===== src/rtl/mem_arbiter_pkg.sv =====
// Shared state encoding, UART register addresses and sizing helpers for mem_arbiter.
package mem_arbiter_pkg;

  typedef enum logic [2:0] {
    ST_IDLE,
    ST_SRAM,
    ST_U_WR,
    ST_U_RD,
    ST_U_STAT
  } state_e;

  localparam int UART_DATA_ADDR = 'hBF00;
  localparam int UART_STAT_ADDR = 'hBF01;

  function automatic int max2(input int a, input int b);
    return (a > b) ? a : b;
  endfunction

endpackage


===== src/rtl/mem_arbiter_sync2.sv =====
// Two-flop synchronizer for asynchronous UART status lines; output resets to 0.
module mem_arbiter_sync2 (
  input  logic clk,
  input  logic rst_n,
  input  logic d_i,
  output logic q_o
);

  logic meta_q;

  always_ff @(posedge clk or negedge rst_n) begin
    if (!rst_n) begin
      meta_q <= 1'b0;
      q_o    <= 1'b0;
    end else begin
      meta_q <= d_i;
      q_o    <= meta_q;
    end
  end

endmodule


===== src/rtl/mem_arbiter.sv =====
// Shares the RAM1 sram controller between IF and MEM ports; maps UART data/status into MEM space.
// UART decode, strobes and status synchronizers exist only when MEM_ARB_UART_EN is defined.
module mem_arbiter
  import mem_arbiter_pkg::*;
#(
  parameter int DATA_W     = 16,
  parameter int ADDR_W     = 18,
  parameter int SRAM_CYC   = 2,
  parameter int UART_PULSE = 2,
  parameter int UART_DATA  = UART_DATA_ADDR,
  parameter int UART_STAT  = UART_STAT_ADDR
) (
  input  logic              clk,
  input  logic              rst_n,
  input  logic              if_req_i,
  input  logic [ADDR_W-1:0] if_addr_i,
  output logic              if_ack_o,
  output logic [DATA_W-1:0] if_rdata_o,
  input  logic              mem_req_i,
  input  logic              mem_we_i,
  input  logic [ADDR_W-1:0] mem_addr_i,
  input  logic [DATA_W-1:0] mem_wdata_i,
  output logic              mem_ack_o,
  output logic [DATA_W-1:0] mem_rdata_o,
  output logic              ram_ctl_en_o,
  output logic              ram_ctl_op_o,
  output logic [ADDR_W-1:0] ram_ctl_addr_o,
  output logic [DATA_W-1:0] ram_ctl_wdata_o,
  input  logic [DATA_W-1:0] ram_ctl_rdata_i,
  output logic [DATA_W-1:0] uart_data_o,
  output logic              uart_oe_o,
  input  logic [DATA_W-1:0] uart_data_i,
  input  logic              tsre_i,
  input  logic              tbre_i,
  input  logic              data_ready_i,
  output logic              rdn_o,
  output logic              wrn_o
);

  localparam int CNT_W = $clog2(max2(SRAM_CYC, UART_PULSE)) + 1;

  state_e            state_q, state_d, mem_tgt;
  logic [CNT_W-1:0]  cnt_q, cnt_d;
  logic              mem_own_q, mem_own_d, we_q, we_d, fair_q, fair_d;
  logic              if_ack_q, if_ack_d, mem_ack_q, mem_ack_d;
  logic [DATA_W-1:0] if_rdata_q, if_rdata_d, mem_rdata_q, mem_rdata_d;
  logic              en_q, en_d, op_q, op_d;
  logic [ADDR_W-1:0] addr_q, addr_d;
  logic [DATA_W-1:0] wdata_q, wdata_d, uart_dat_q, uart_dat_d;
  logic              uart_oe_q, uart_oe_d, rdn_q, rdn_d, wrn_q, wrn_d;
  logic              dr_s, tsre_s, tbre_s;
  logic              if_v, mem_v;

  // A requester still sees its own ack this cycle, so its held req is not a new request.
  assign if_v  = if_req_i & ~if_ack_q;
  assign mem_v = mem_req_i & ~mem_ack_q;

  always_comb begin
    mem_tgt = ST_SRAM;
`ifdef MEM_ARB_UART_EN
    if (mem_addr_i == ADDR_W'(UART_DATA)) begin
      mem_tgt = mem_we_i ? ST_U_WR : ST_U_RD;
    end else if (mem_addr_i == ADDR_W'(UART_STAT)) begin
      mem_tgt = ST_U_STAT;
    end
`endif
  end

  always_comb begin
    state_d     = state_q;
    cnt_d       = cnt_q;
    mem_own_d   = mem_own_q;
    we_d        = we_q;
    fair_d      = fair_q;
    if_ack_d    = 1'b0;
    mem_ack_d   = 1'b0;
    if_rdata_d  = if_rdata_q;
    mem_rdata_d = mem_rdata_q;
    en_d        = en_q;
    op_d        = op_q;
    addr_d      = addr_q;
    wdata_d     = wdata_q;
    uart_dat_d  = uart_dat_q;
    uart_oe_d   = uart_oe_q;
    rdn_d       = rdn_q;
    wrn_d       = wrn_q;
    case (state_q)
      ST_IDLE: begin
        if (if_v && (!mem_v || fair_q)) begin
          state_d   = ST_SRAM;
          mem_own_d = 1'b0;
          fair_d    = 1'b0;
          en_d      = 1'b1;
          op_d      = 1'b0;
          addr_d    = if_addr_i;
          wdata_d   = '0;
          cnt_d     = CNT_W'(SRAM_CYC - 1);
        end else if (mem_v) begin
          state_d   = mem_tgt;
          mem_own_d = 1'b1;
          we_d      = mem_we_i;
          fair_d    = if_v;
          case (mem_tgt)
            ST_SRAM: begin
              en_d    = 1'b1;
              op_d    = mem_we_i;
              addr_d  = mem_addr_i;
              wdata_d = mem_wdata_i;
              cnt_d   = CNT_W'(SRAM_CYC - 1);
            end
            ST_U_WR: begin
              uart_oe_d  = 1'b1;
              uart_dat_d = mem_wdata_i;
              cnt_d      = CNT_W'(UART_PULSE);
            end
            ST_U_RD: begin
              rdn_d = 1'b0;
              cnt_d = CNT_W'(UART_PULSE - 1);
            end
            default: ;
          endcase
        end
      end
      ST_SRAM: begin
        if (cnt_q == '0) begin
          state_d = ST_IDLE;
          en_d    = 1'b0;
          if (mem_own_q) begin
            mem_ack_d = 1'b1;
            if (!op_q) mem_rdata_d = ram_ctl_rdata_i;
          end else begin
            if_ack_d   = 1'b1;
            if_rdata_d = ram_ctl_rdata_i;
          end
        end else begin
          cnt_d = cnt_q - 1'b1;
        end
      end
      ST_U_WR: begin
        // First cycle drives data with wrn high; the counter then times the low pulse.
        if (cnt_q != '0) begin
          wrn_d = 1'b0;
          cnt_d = cnt_q - 1'b1;
        end else begin
          wrn_d     = 1'b1;
          uart_oe_d = 1'b0;
          mem_ack_d = 1'b1;
          state_d   = ST_IDLE;
        end
      end
      ST_U_RD: begin
        if (cnt_q != '0) begin
          cnt_d = cnt_q - 1'b1;
        end else begin
          rdn_d       = 1'b1;
          mem_rdata_d = {{(DATA_W-8){1'b0}}, uart_data_i[7:0]};
          mem_ack_d   = 1'b1;
          state_d     = ST_IDLE;
        end
      end
      ST_U_STAT: begin
        if (!we_q) mem_rdata_d = {{(DATA_W-2){1'b0}}, dr_s, tsre_s & tbre_s};
        mem_ack_d = 1'b1;
        state_d   = ST_IDLE;
      end
      default: state_d = ST_IDLE;
    endcase
  end

  always_ff @(posedge clk or negedge rst_n) begin
    if (!rst_n) begin
      state_q     <= ST_IDLE;
      cnt_q       <= '0;
      mem_own_q   <= 1'b0;
      we_q        <= 1'b0;
      fair_q      <= 1'b0;
      if_ack_q    <= 1'b0;
      mem_ack_q   <= 1'b0;
      if_rdata_q  <= '0;
      mem_rdata_q <= '0;
      en_q        <= 1'b0;
      op_q        <= 1'b0;
      addr_q      <= '0;
      wdata_q     <= '0;
      uart_dat_q  <= '0;
      uart_oe_q   <= 1'b0;
      rdn_q       <= 1'b1;
      wrn_q       <= 1'b1;
    end else begin
      state_q     <= state_d;
      cnt_q       <= cnt_d;
      mem_own_q   <= mem_own_d;
      we_q        <= we_d;
      fair_q      <= fair_d;
      if_ack_q    <= if_ack_d;
      mem_ack_q   <= mem_ack_d;
      if_rdata_q  <= if_rdata_d;
      mem_rdata_q <= mem_rdata_d;
      en_q        <= en_d;
      op_q        <= op_d;
      addr_q      <= addr_d;
      wdata_q     <= wdata_d;
      uart_dat_q  <= uart_dat_d;
      uart_oe_q   <= uart_oe_d;
      rdn_q       <= rdn_d;
      wrn_q       <= wrn_d;
    end
  end

  assign if_ack_o        = if_ack_q;
  assign if_rdata_o      = if_rdata_q;
  assign mem_ack_o       = mem_ack_q;
  assign mem_rdata_o     = mem_rdata_q;
  assign ram_ctl_en_o    = en_q;
  assign ram_ctl_op_o    = op_q;
  assign ram_ctl_addr_o  = addr_q;
  assign ram_ctl_wdata_o = wdata_q;

`ifdef MEM_ARB_UART_EN
  mem_arbiter_sync2 u_sync_dr   (.clk(clk), .rst_n(rst_n), .d_i(data_ready_i), .q_o(dr_s));
  mem_arbiter_sync2 u_sync_tsre (.clk(clk), .rst_n(rst_n), .d_i(tsre_i),       .q_o(tsre_s));
  mem_arbiter_sync2 u_sync_tbre (.clk(clk), .rst_n(rst_n), .d_i(tbre_i),       .q_o(tbre_s));

  assign uart_data_o = uart_dat_q;
  assign uart_oe_o   = uart_oe_q;
  assign rdn_o       = rdn_q;
  assign wrn_o       = wrn_q;

  logic unused_uart_hi;
  assign unused_uart_hi = &{1'b0, uart_data_i[DATA_W-1:8]};
`else
  assign dr_s        = 1'b0;
  assign tsre_s      = 1'b0;
  assign tbre_s      = 1'b0;
  assign uart_data_o = '0;
  assign uart_oe_o   = 1'b0;
  assign rdn_o       = 1'b1;
  assign wrn_o       = 1'b1;

  logic unused_uart;
  assign unused_uart = &{1'b0, rdn_q, wrn_q, uart_oe_q, uart_dat_q, uart_data_i,
                         tsre_i, tbre_i, data_ready_i, UART_DATA[0], UART_STAT[0]};
`endif

endmodule


===== config.mk =====
export PLATFORM = sky130hd
export DESIGN_NAME = mem_arbiter
export DESIGN_NICKNAME = d
export VERILOG_FILES = /design/src/rtl/mem_arbiter_pkg.sv /design/src/rtl/mem_arbiter_sync2.sv /design/src/rtl/mem_arbiter.sv
export SDC_FILE = /design/constraint.sdc
export NUM_CORES = 1
export LEC_CHECK = 0
export CAP_MARGIN = 25
export CORE_MARGIN = 3
export CORE_UTILIZATION = 43
export CTS_BUF_LIST = sky130_fd_sc_hd__clkbuf_4 sky130_fd_sc_hd__clkbuf_8 sky130_fd_sc_hd__clkbuf_16
export DETAILED_ROUTE_END_ITERATION = 7
export GPL_TIMING_DRIVEN = 0
export PLACE_DENSITY = 0.94
export SKIP_CTS_REPAIR_TIMING = 1
export SYNTH_ARGS = -nofsm -noshare
export SYNTH_HDL_FRONTEND = slang
export SYNTH_HIERARCHICAL = 1
export SYNTH_SLANG_ARGS = --single-unit

===== constraint.sdc =====
create_clock -name clk -period 3.16 [get_ports clk]
set_clock_uncertainty 0.2 [all_clocks]
set_input_delay 0.474 -clock clk [delete_from_list [all_inputs] [get_ports clk]]
set_output_delay 0.474 -clock clk [all_outputs]
set_load 0.01 [all_outputs]

==> run summary <==
Outcome: finished, final reports clean
Total grt overflow: 0
Root buf cell: clkbuf_8
Final Hold Fails: 0
CTS HTree Levels: 3
Main synth FF type: dfrtp_1
Hpwl dp: 6.918 mm
Crit path capture type: flop
Power density cells: 937.6 nW/um^2
Pin count of the biggest net entering global routing: 75
Clock latency on the worst-skew pair: 0.34 ns
Number of global-route vias before repair: 3046
WP data required: 3.22 ns
Unrepaired setup endpoints after global routing: no
Syn Inst Count: 281
Post-route total power: 5.023 mW
Post-synth ARST share: 100.0%
Fin nets: 544
# diodes: 0
Slew margin rel.: 39.73%
Leak pwr: 2.444 nW
Antenna Nets Post-Route: 0
Period Utilization, post-route: 65.68%
Max cap viols: 0
Reg2Reg Depth: 7
Finished Layout Cells: 558
Core area: 7848 sq um
Clock slew at reported path FFs: 0.09 ns
Dpl cell area: 5151 sq um
WP data arrival: 2.13 ns
Worst IR Drop VDD: 592.9 uV
Final worst slack: 1.085 ns
Worst-Margin Slew: 0.9040 ns
Share of the synthesized area in the top cell type: 52.30%
WL final: 9.137 mm
Port bufs: 142
Cell area after synthesis: 3541 sq um
Synth unique cells: 31
Max Clock Freq: 481.8 MHz
Initial drt markers: 68
Yosys top cell by area: dfrtp_1
1st-pass router iterations: 4
CTS tree: yes
GRT Total Usage: 19.79%
Non-Filler Cell Area, Final: 5358 sq um
Synth cell count leaders: dfrtp_1 (74), mux2_2 (23), buf_4 (21), inv_1 (20)
Most common cell in the synthesized netlist: dfrtp_1
Die Area: 9360 sq um
Setup WS pre-CTS: 0.7354 ns
Sequential area share after synthesis: 52.30%
Final slew viol count: 0
GPL Wtd Cong: 0.7433
Die width: 96.75 microns
Area grow syn2layout: 51.31%
Crit path max fanout: 10
Post-synth EDFFs: 0
Setup crit start kind: primary input
Crit Path Class: in2reg
Worst hold-check path type: in2async
Vias/cell: 5.061
Placed cell count: 542
Final setup violation count: 0
Share of post-route cells with drive strength above 1: 21.71%
CTS Buffer Depth: 2
Period minus WS final: 2.075 ns
Die Ht: 96.75 microns
Antenna violations before repair: 0
Flops & latches, synth: 74
Synth Warn #: 6
# DRC: 0
Sink Count: 74
Via Count: 2824
Top area cells in the synthesized netlist: dfrtp_1 (52%), mux2_2 (7.3%), and3b_1 (4.5%)
Row cnt: 32
DR WL/cell: 16.37 microns
Hold slack: 0.04420 ns
Ports: 181
Num CTS Buffers: 9
Syn avg cell area: 12.60 sq um
Initial Util: 45.12%
First-pass GRT wire length: 15.27 mm
## kinds of logic (layout without fill, tap and decap cells)
kind of cell    after synthesis  count (layout)  share of synthesized area (%)
compound gates               77              77                          18.23
fa+ha+maj                     1               1                         0.3533
buf+inv                      64             222                          10.74
flops                        74              74                          52.30
mux                          33              33                          11.45
other cells                   2              19                         0.2121
simple gates                 30              30                          6.714
## per-stage QoR
| stage | util [%] | setup TNS [ns] |
|---|---|---|
| final | 68.27 | 0 |
| after global routing | 68.27 | 0 |
| after global placement | 65.67 | -76.97 |
| after CTS | 68.27 | 0 |
| after detailed placement | 65.64 | 0 |
| after floorplan | - | 0 |
## layout by cell type (no fill, tap or decap), types with 11 or more instances in the layout
cell type	n
and3b_1	18
a22o_1	17
inv_1	20
buf_4	22
clkdlybuf4s50_1	141
mux2_2	23
buf_2	11
dfrtp_1	74
conb_1	19
a22oi_1	18
o21ai_0	17
## final timing paths
path | end | from | slack [ns]
min reg2reg | mem_rdata_o[7] | mem_rdata_o[7] | 0.30
min in group clk | mem_rdata_o[7] | mem_rdata_o[7] | 0.30
max reg2reg | if_rdata_o[3] | cnt_q[0] | 1.20
max in group asynchronous | if_ack_o | rst_n | 2.11
min | ram_ctl_wdata_o[1] | rst_n | 0.04
max | ram_ctl_addr_o[5] | mem_req_i | 1.08
## sequential cells by signal, summed over array words and instances (netlist names)
name             cells
ram_ctl_op_o         1
if_rdata_o          16
fair_q               1
mem_rdata_o         16
mem_own_q            1
if_ack_o             1
cnt_q                2
ram_ctl_addr_o      18
mem_ack_o            1
ram_ctl_wdata_o     16
ram_ctl_en_o         1
## worst max-delay path, cell delays in order
cell and delay (ns):
clkdlybuf4s50_1 0.51, nor3b_2 0.46, clkbuf_1 0.38, o21ai_0 0.15, a22oi_1 0.16
## area by class of cell
cell class / instances / area (sq um)
multi-input combinational: 160 / 1373
buffer: 43 / 299.0
timing repair buffer: 142 / 1419
sequential: 74 / 1852
tap: 102 / 127.6
inverter: 21 / 81.33
clock buffer: 9 / 123.9
fill: 588 / 2490
clock inverter: 7 / 82.58
## where the power goes
part / internal (mW) / total [mW] / switching, mW
logic: 1.51 / 2.57 / 1.06
registers: 1.42 / 1.69 / 0.269
clock network: 0.378 / 0.760 / 0.382
## layer usage
metal / share of wire, % / track usage (%) / vias up / wire length [microns]
met1: 40 / 24.34 / 1364 / 3685
li1: - / - / 1320 / -
met2: 50 / 33.65 / 121 / 4570
met5: 0 / 0 / - / 0
met4: 2.1 / 6.371 / 0 / 193
met3: 7.5 / 5.552 / 19 / 688
Power figures use the tool's default switching activity.
==> variant (same settings) <==
Build with the macro `MEM_ARB_UART_EN` defined.
--- a/src/rtl/mem_arbiter.sv
+++ b/src/rtl/mem_arbiter.sv
@@ -2,2 +2,4 @@
 // UART decode, strobes and status synchronizers exist only when MEM_ARB_UART_EN is defined.
+`define MEM_ARB_UART_EN
+
 module mem_arbiter
Function: changed (Yosys sat finds a counterexample within 4 cycles, from zero or initial values and one cycle with rst_n low).
==> variant against the original RTL <==
Total power up 8.5%; setup slack worse by 350 ps; die area up 26%; synthesized cell count up 40%; largest cell class unchanged; first-iteration DRC count rose to 3.8 times the old value; design area up 25%; wire length up 45%; highest routed layer unchanged; core utilization down 1.6 points; synthesized area up 28%; sequential cell count up 29.
==> variant: results <==
clock_network:
  cts.htree.levels: 3
  ctsRootBufferMaster: "clkbuf_8"
  worstSkewPairLatency_ps: 360
  numCtsBuffers: 9
  cts.clk_slew.worst_paths_ps: 100
  clk_path_buf_depth: 2
detailed_routing:
  wl_met1_mm: 5.22
  wl_per_cell_um: 18.5
  top_layer_used: "met4"
  wl_met2_mm: 6.96
  first_pass_iters: 4
  drtIter0Drc: 258
  dr_wl_met3_um: 590
  dr_total_vias: 3785
  wirelength_mm: 13.2
logic_synthesis:
  syn_inst: 394
  async_reset_ff_frac: 1.00
  ys_seq_area_frac: 0.569
  synth_common_cells: "101 x dfrtp_1, 64 x nand2_1, 36 x o21ai_1"
  synthTopCellsByArea: "dfrtp_1 56%, nand2_1 5.3%, mux2_2 4.7%"
  yosysUniqueCellTypes: 55
  ys_warn_count: 6
  synth_nets: 487
  ys.flop_type: "dfrtp_1"
grt:
  track_usage: 0.226
  grt_pass1_vias: 4073
  antenna_found_initial: 0
  grt_max_degree: 59
  grt_first_pass_wirelength_mm: 20.7
finish:
  fillerInstances: 747
  nets: 672
  largest_reg_flops: 18
  n_antenna_cell: 0
  drive_gt1_frac: 0.146
worst_setup_path:
  worstReg2RegStart: "cnt_q[0]"
  critPathMaxStageDelay_ps: 480
  crit_start: "mem_addr_i[14]"
  cp_max_fo: 10
  cp_slowest_cell: "clkdlybuf4s50_1"
  critPathArrivalTime_ps: 2480
pwr:
  p_leak_nw: 2.88
  power.density_nw_per_um2: 817
  peakVddDrop_mv: 0.408
place:
  port_buffers: 172
  dp_cells: 700
  place_area_sq_um: 6450
  dp_hpwl_mm: 9.94
  routabilityCongestion: 0.879
  post-place-ws_ps: 368
run_status:
  status: "complete, no violations"
min_path:
  holdCritStartpoint: "u_sync_tsre/meta_q"
  hold_class: "flop to flop"
sta:
  worst_slew_pin_slew_ps: 703
==> variant: cell types whose count changed after synthesis, moves of 12 or more <==
cell     change
nand2_1     +63
o21ai_1     +35
a22o_1      -15
and3b_1     -18
a21oi_1     +12
buf_4       -18
mux2i_1     +19
nor2_1      +14
dfrtp_1     +27
==> variant: cell type report <==
type,instances,share of cell area
buffer,21,0.0171
clock buffer,9,0.0186
clock inverter,7,0.0129
inverter,14,0.00788
multi-input combinational,256,0.269
sequential,103,0.387
tap,133,0.0249
timing repair buffer,174,0.263
==> variant: worst paths after layout <==
kind / endpoint / depth (start not counted) / slack (ps)
max: uart_data_o[6] / 7 / 730
min: u_sync_tsre/q_o / 0 / 160
max reg2reg: if_rdata_o[15] / 6 / 790
min reg2reg: u_sync_tsre/q_o / 0 / 160
max in group asynchronous: rdn_o / 3 / 1560
min in group asynchronous: if_rdata_o[10] / 2 / 470
==> variant: critical path, delay by kind of cell <==
kind,cells,cell delay (ps)
buffers and inverters,2,720
multiplexers,1,300
AND/OR/NAND/NOR,4,970
==> variant: cell families after synthesis <==
group,share of synthesized area
flip-flops,0.569
multiplexers,0.135
adder cells (fa/ha/maj),0.00276
buffers and inverters,0.0367
AND/OR/NAND/NOR,0.133
AO/OA/AOI/OAI,0.125
==> variant: metal layers <==
metal / global-route usage / up-vias
li1: - / 1743
met1: 0.273 / 1876
met2: 0.401 / 136
met3: 0.0302 / 30
met4: 0.106 / 0
met5: 0 / -
==> variant: report_power, final <==
part / internal, mW / switching, mW
Sequential: 1.79 / 0.282
Combinational: 1.31 / 1.20
Clock: 0.386 / 0.490
